## src/rtl/uart_tx_param.sv

```systemverilog
// Purpose: parametrised UART transmitter (5..9 data bits, none/odd/even parity, 1/2 stop) with line-break generation.
// Latency: start bit drives tx from the edge after the hold register fills; every line bit lasts DIV clk cycles.
// Backpressure: one-entry hold register; tx_ready low while it is full, so frames run back-to-back without idle cycles.
module uart_tx_param #(
    parameter int CLOCK     = 25000000,
    parameter int BAUD      = 9600,
    parameter int DATA_BITS = 8,
    parameter int PARITY    = 0,
    parameter int STOP_BITS = 1
) (
    input  logic                 clk,
    input  logic                 reset,
    input  logic [DATA_BITS-1:0] tx_data,
    input  logic                 tx_valid,
    output logic                 tx_ready,
    input  logic                 break_req,
    output logic                 tx,
    output logic                 busy
);

    localparam int DIV       = (CLOCK + BAUD / 2) / BAUD;
    localparam int CW        = (DIV > 2) ? $clog2(DIV) : 1;
    localparam int FRAME_LEN = (1 + DATA_BITS + ((PARITY != 0) ? 1 : 0) + STOP_BITS) * DIV;
    localparam int BRK_W     = $clog2(FRAME_LEN);

    localparam logic [CW-1:0]    BAUD_LAST = CW'(DIV - 1);
    localparam logic [BRK_W-1:0] BRK_LAST  = BRK_W'(FRAME_LEN - 1);
    localparam logic [3:0]       DATA_LAST = 4'(DATA_BITS - 1);
    localparam logic [3:0]       STOP_LAST = 4'(STOP_BITS - 1);

    // Reject configurations the line format cannot represent.
    generate
        if (DIV < 2) begin : g_bad_div
            $error("uart_tx_param: CLOCK/BAUD gives a divider below 2");
        end
        if (DATA_BITS < 5 || DATA_BITS > 9) begin : g_bad_data
            $error("uart_tx_param: DATA_BITS must be 5..9");
        end
        if (PARITY < 0 || PARITY > 2) begin : g_bad_parity
            $error("uart_tx_param: PARITY must be 0, 1 or 2");
        end
        if (STOP_BITS < 1 || STOP_BITS > 2) begin : g_bad_stop
            $error("uart_tx_param: STOP_BITS must be 1 or 2");
        end
    endgenerate

    typedef enum logic [2:0] {
        S_IDLE,
        S_START,
        S_DATA,
        S_PARITY,
        S_STOP,
        S_BREAK
    } state_t;

    state_t               state, state_nxt;
    logic [CW-1:0]        baud_cnt, baud_nxt;
    logic [3:0]           bit_cnt, bit_nxt;
    logic [DATA_BITS-1:0] shreg, shreg_nxt;
    logic [DATA_BITS-1:0] hold_dat, hold_dat_nxt;
    logic                 hold_full, hold_full_nxt;
    logic                 par_bit, par_nxt;
    logic [BRK_W-1:0]     brk_cnt, brk_nxt;
    logic                 tx_nxt;
    logic                 bit_end;
    logic                 accept;
    logic                 load;

    assign bit_end  = (baud_cnt == BAUD_LAST);
    assign accept   = tx_valid & ~hold_full;
    assign tx_ready = ~hold_full;
    assign busy     = (state != S_IDLE) | hold_full;

    // Next-state, shifter, hold register and registered line level.
    always_comb begin
        state_nxt     = state;
        bit_nxt       = bit_cnt;
        shreg_nxt     = shreg;
        par_nxt       = par_bit;
        brk_nxt       = brk_cnt;
        baud_nxt      = '0;
        load          = 1'b0;
        tx_nxt        = 1'b1;
        hold_dat_nxt  = hold_dat;
        hold_full_nxt = hold_full;

        case (state)
            S_IDLE: begin
                // A waiting word wins over a break request.
                if (hold_full) begin
                    load = 1'b1;
                end else if (break_req) begin
                    state_nxt = S_BREAK;
                    brk_nxt   = '0;
                end
            end
            S_START: begin
                if (bit_end) begin
                    state_nxt = S_DATA;
                    bit_nxt   = '0;
                end
            end
            S_DATA: begin
                if (bit_end) begin
                    if (bit_cnt == DATA_LAST) begin
                        state_nxt = (PARITY != 0) ? S_PARITY : S_STOP;
                        bit_nxt   = '0;
                    end else begin
                        bit_nxt   = bit_cnt + 4'd1;
                        shreg_nxt = shreg >> 1;
                    end
                end
            end
            S_PARITY: begin
                if (bit_end) begin
                    state_nxt = S_STOP;
                    bit_nxt   = '0;
                end
            end
            S_STOP: begin
                if (bit_end) begin
                    if (bit_cnt == STOP_LAST) begin
                        // Chain straight into the next start bit when a word is waiting.
                        if (hold_full) begin
                            load = 1'b1;
                        end else begin
                            state_nxt = S_IDLE;
                        end
                    end else begin
                        bit_nxt = bit_cnt + 4'd1;
                    end
                end
            end
            S_BREAK: begin
                // Break lasts at least one frame time and as long as the request is held.
                if (brk_cnt != BRK_LAST) begin
                    brk_nxt = brk_cnt + BRK_W'(1);
                end else if (!break_req) begin
                    state_nxt = S_STOP;
                    bit_nxt   = '0;
                end
            end
            default: begin
                state_nxt = S_IDLE;
            end
        endcase

        if (load) begin
            state_nxt = S_START;
            shreg_nxt = hold_dat;
            par_nxt   = (PARITY == 1) ? ~^hold_dat : ^hold_dat;
        end

        // Divider only runs inside a bit time, so each frame starts phase-aligned.
        if (state != S_IDLE && state != S_BREAK && !bit_end) begin
            baud_nxt = baud_cnt + CW'(1);
        end

        if (accept) begin
            hold_dat_nxt  = tx_data;
            hold_full_nxt = 1'b1;
        end else if (load) begin
            hold_full_nxt = 1'b0;
        end

        case (state_nxt)
            S_START:  tx_nxt = 1'b0;
            S_BREAK:  tx_nxt = 1'b0;
            S_DATA:   tx_nxt = shreg_nxt[0];
            S_PARITY: tx_nxt = par_nxt;
            default:  tx_nxt = 1'b1;
        endcase
    end

    // State and datapath registers; reset returns the line to mark at once.
    always_ff @(posedge clk or posedge reset) begin
        if (reset) begin
            state     <= S_IDLE;
            baud_cnt  <= '0;
            bit_cnt   <= '0;
            shreg     <= '0;
            par_bit   <= 1'b0;
            brk_cnt   <= '0;
            hold_dat  <= '0;
            hold_full <= 1'b0;
            tx        <= 1'b1;
        end else begin
            state     <= state_nxt;
            baud_cnt  <= baud_nxt;
            bit_cnt   <= bit_nxt;
            shreg     <= shreg_nxt;
            par_bit   <= par_nxt;
            brk_cnt   <= brk_nxt;
            hold_dat  <= hold_dat_nxt;
            hold_full <= hold_full_nxt;
            tx        <= tx_nxt;
        end
    end

endmodule

```

## config.mk

```make
export PLATFORM = sky130hd
export DESIGN_NAME = uart_tx_param
export DESIGN_NICKNAME = d
export VERILOG_FILES = /design/src/rtl/uart_tx_param.sv
export SDC_FILE = /design/constraint.sdc
export NUM_CORES = 1
export LEC_CHECK = 0
export ABC_AREA = 0
export CAP_MARGIN = 5
export CORE_MARGIN = 10
export CORE_UTILIZATION = 50
export DETAILED_ROUTE_END_ITERATION = 8
export GPL_ROUTABILITY_DRIVEN = 0
export MAX_ROUTING_LAYER = met4
export PLACE_DENSITY = 0.69
export SYNTH_ARGS = -nofsm -noshare
export SYNTH_HDL_FRONTEND = slang
export SYNTH_SLANG_ARGS = --single-unit
```

## constraint.sdc

```tcl
create_clock -name clk -period 3.5 [get_ports clk]
set_input_delay 0.7 -clock clk [delete_from_list [all_inputs] [get_ports clk]]
set_output_delay 0.7 -clock clk [all_outputs]
set_load 0.01 [all_outputs]
```

=== After elaboration in Yosys (flattened, before gate mapping) ===
Cells that the tools add are included.

* Add/subtract/negate cells: 3
* Eq/ne operators: 23
* Mux-type cells: 38
* Bitwise operators: 3
* Reduce and logical (&&, ||, !) cells: 17

{| class="wikitable"
|+ Operators with widths
! cell !! count
|-
| two-way mux 15 bit || 3
|-
| two-way mux 3 bit || 12
|-
| two-way mux 8 bit || 4
|-
| one-hot mux 15 bit (2 select lines) || 1
|-
| two-way mux 4 bit || 7
|-
| inequality test 2 bit (second input constant) || 9
|-
| one-hot mux 3 bit (6 select lines) || 1
|-
| one-hot mux 4 bit (4 select lines) || 1
|-
| adder 15 x 1 -> 15 bit (second input constant) || 1
|-
| inequality test 15 bit (second input constant) || 1
|-
| adder 12 x 1 -> 12 bit (second input constant) || 1
|-
| == test 12 bit (second input constant) || 1
|-
| == test 3 x 2 -> 1 bit (second input constant) || 4
|-
| two-way mux 12 bit || 1
|-
| == test 3 bit (second input constant) || 3
|-
| nonzero test 2 bit || 4
|-
| parity 8 bit || 1
|-
| AND reduction 7 bit || 1
|-
| == test 3 x 1 -> 1 bit (second input constant) || 2
|-
| two-way mux 1 bit || 6
|-
| adder 4 x 1 -> 4 bit (second input constant) || 1
|-
| == test 4 x 3 -> 1 bit (second input constant) || 1
|-
| logical NOT 4 bit || 1
|-
| AND reduction 4 bit || 1
|-
| 14 further kinds || 16
|}

* Register bits: 53
* Input port bits: 12
* Output and inout bits: 3

=== Logic depth before layout (Yosys ltp) ===
* Depth in word-level cells: 8
* Depth in mapped cells: 8
* Gate-level depth less buffers: 8

=== Worst setup path before layout ===
OpenSTA, ideal clock, no wires.

* Kind: reg-to-reg
* Start point: register bit_cnt[0]
* End point: register bit_cnt[3]
* Setup time: 0.087 ns
* Data arrival time: 1.921 ns
* Required time: 3.413 ns
* Path slack: 1.492 ns
* Stages on the path, launching flop included: 9
* Period minus slack after synthesis: 2.008 ns
* Path through: dfrtp_1 -> inv_1 -> ha_1 -> nor3b_1 -> or3_1 -> a21oi_1 -> a21oi_1 -> or4_1 -> o211ai_1

* Cells in the longest elaborated chain, start to end: 4

{| class="wikitable"
|+ Ends and longest elaborated chain
! element !! RTL line !! RTL
|-
| from (decl) || 58 || <nowiki>logic [3:0] bit_cnt, bit_nxt;</nowiki>
|-
| from (signal assigned) || 190 || <nowiki>bit_cnt <= bit_nxt;</nowiki>
|-
| adder 4 x 1 -> 4 bit or == test 4 x 3 -> 1 bit (tied branches) || 109, 130, 105 ||
|-
| two-way mux 4 bit (on tied branches) || 122, 105 ||
|-
| two-way mux 4 bit (on tied branches) || 121, 104 ||
|-
| one-hot mux 4 bit (4 select lines) || 87 || <nowiki>case (state)</nowiki>
|}

Parallel ways exist; a longest one is shown, timed or not. The select of a mux whose other input is x is not followed.
A chain may end at the register's enable or synchronous reset.

=== Worst setup path in the final report ===
* Start point: register state[0]
* End point: output busy

* Cells in the longest elaborated chain, start to end: 2

{| class="wikitable"
|+ Ends and longest elaborated chain
! element !! RTL line !! RTL
|-
| from (decl) || 56 || <nowiki>state_t state, state_nxt;</nowiki>
|-
| from (signal assigned) || 188 || <nowiki>state <= state_nxt;</nowiki>
|-
| nonzero test 3 bit || 72 || <nowiki>assign busy = (state != S_IDLE) | hold_full;</nowiki>
|-
| OR 1 bit || 72 ||
|-
| to (decl) || 18 || <nowiki>output logic busy</nowiki>
|}

Every way passes these cells.

==> impl_metrics.ini <==
[synthesis]
synth.yosys.seq_area_share_pct = 48.6
synth-seq-cells = 53
netlist_top_cells_area = dfrtp_1, xnor2_1, nor2_1
synth_top_cell_by_area = dfrtp_1
synth_top_cell_area_share_pct = 47.6
synth-async-reset-ratio_pct = 100
yosysUniqueCellTypes = 51
syn_avg_cell_area_um2 = 10.0
synth_cells = 273
syn_area_um2 = 2730
synth_nets = 289
synth_edf_count = 0
synth_ff_type = dfrtp_1
synth_most_common_cell = dfrtp_1
synthTopCellsByCount = dfrtp_1, nor2_1, nand2_1
ys_warn_count = 0

[placement]
dp_hpwl_mm = 3.54
io_buffers = 14
placedCellCount = 354
place_area_um2 = 2970

[drt]
route.vias.total = 1896
drcViolationCount = 0
drtIter0Drc = 89
wl_per_cell_um = 13.6
postRouteAntennaNets = 0
vias_per_cell = 5.24
dr.pass1.iters = 4
wl_mm = 4.91

[cells_and_area]
antennaDiodeCount = 0
fin_nets = 307
stdcell_count = 362
area_growth_pct = 11.6
drive_gt1_share_pct = 12.0
final_area_um2 = 3050

[clocking]
cts_post_setup_buffers_inserted = 0
cts_tree = done
clock_latency_ns = 0.30
cts_resized = 0
ctsHoldBuffers = 0
cts_made_buffers = 5
path_clk_slew_ns = 0.10
clock-sinks = 53
clock-root-buffer = clkbuf_8
clock_path_buffers = 2
htreeDepth = 2

[setup_path]
r2r-end = tx
reg2reg_from = baud_cnt[0]
cp.arrival_ns = 1.83
worstPathRequired_ns = 2.80
startpoint_type = flop
ff2ff_path_depth = 7
crit_type = reg -> out
reg2reg_slack_ns = 1.25
crit_fanout = 16
cp-end-kind = primary output

[min_path]
hold_path_depth = 2
worstHoldEndpoint = shreg[6]
hold_class = reg -> reg
min_from = shreg[6]

[sta]
worst_pin_slew_ns = 0.756
period_share_pct = 72.3
hold_violations = 0
max_freq_ghz = 0.395
slew_violations = 0
setup_tns_ns = 0
rsz0062_at_grt = false
finalClockSkew_ns = 0.0108
setup_violations = 0
slew_headroom_pct = 49.5
finalCriticalPeriod_ns = 2.53
whs_ns = 0.485

[power]
ir_worst_vdd_mv = 0.427
p_leak_nw = 1.31
p_per_area_nw_per_um2 = 653

[global_route]
grt_usage_pct = 12.8
overflow = 0
grt_max_degree = 30
first_global_vias = 1959
antenna_found_initial = 0
grt_pass1_wl_mm = 9.21

[status]
outcome = finished clean

[floorplanning]
num_io_pins = 15
die_w_um = 93.9
die_y_um = 93.9
row_count = 26
dieArea_um2 = 8830
core_um2 = 5200
start_util_pct = 52.5

[run]
maxCapViolCount = 0
[worst max-delay path: stages (launching register included)]
cell	delay, ns
dfrtp_1	0.57
nor4_1	0.39
inv_1	0.07
clkdlybuf4s50_1	0.49
[logic make-up after synthesis]
logic type | count (synthesis) | share of synthesized area, %
fa+ha+maj | 4 | 1.83
buf+inv | 21 | 3.02
flops | 53 | 48.6
mux | 11 | 4.49
simple gates | 123 | 24.6
xor+xnor | 30 | 9.61
compound gates | 31 | 7.92
[power breakdown]
group | total (mW) | switching (mW) | internal [mW]
Sequential | 0.954 | 0.167 | 0.787
Clock | 0.347 | 0.204 | 0.143
Combinational | 0.690 | 0.346 | 0.344
Total | 1.99 | 0.717 | 1.27
[sequential cells by signal, indices dropped and copies added, names as in the netlist]
signal,count
hold_dat,8
par_bit,1
hold_full,1
bit_cnt,4
shreg,8
brk_cnt,15
baud_cnt,12
tx,1
state,3
[final cells by class]
cell class | count | area (um2)
repair buffers | 19 | 178
multi-input cells | 199 | 1320
clock buffers | 6 | 72.6
flip-flops and latches | 53 | 1330
clock inverters | 2 | 13.8
inverters | 13 | 48.8
fillers | 457 | 2150
well taps | 70 | 87.6
[cells in the final DEF, fill, tap and decap left out, types with 6 or more instances in the layout]
cell type	count
a22oi_1	6
inv_1	12
mux2_2	10
o21ai_0	9
dfrtp_1	52
and3_1	6
nand3_1	8
nand2_1	25
nor3_1	8
xor2_1	10
nor2_1	42
xnor2_1	20
clkdlybuf4s50_1	14
[through the flow]
stage / power, mW / setup WS [ns] / util [%]
floorplan: 1.48 / 1.49 / -
global placement: 1.64 / 1.11 / 57.0
detailed placement: 1.66 / 1.06 / 57.0
CTS: 2.02 / 0.950 / 58.6
global route: 2.17 / 0.786 / 58.6
finish: 1.99 / 0.971 / 58.6
[worst max path at each step]
stage,from,cells after the start,endpoint
2_1_floorplan,bit_cnt[0],8,bit_cnt[3]
3_3_place_gp,break_req,7,tx
3_5_place_dp,break_req,7,tx
4_1_cts,state[0],3,busy
5_1_grt,state[0],3,busy
6_report,state[0],3,busy
[layer usage]
metal | share of wire (%) | GRT usage (%)
met3 | 2.5 | 2.96
met2 | 44 | 18.8
met5 | 0 | -
met1 | 52 | 17.2
met4 | 1.1 | 3.80
Power figures use the tool's default switching activity.
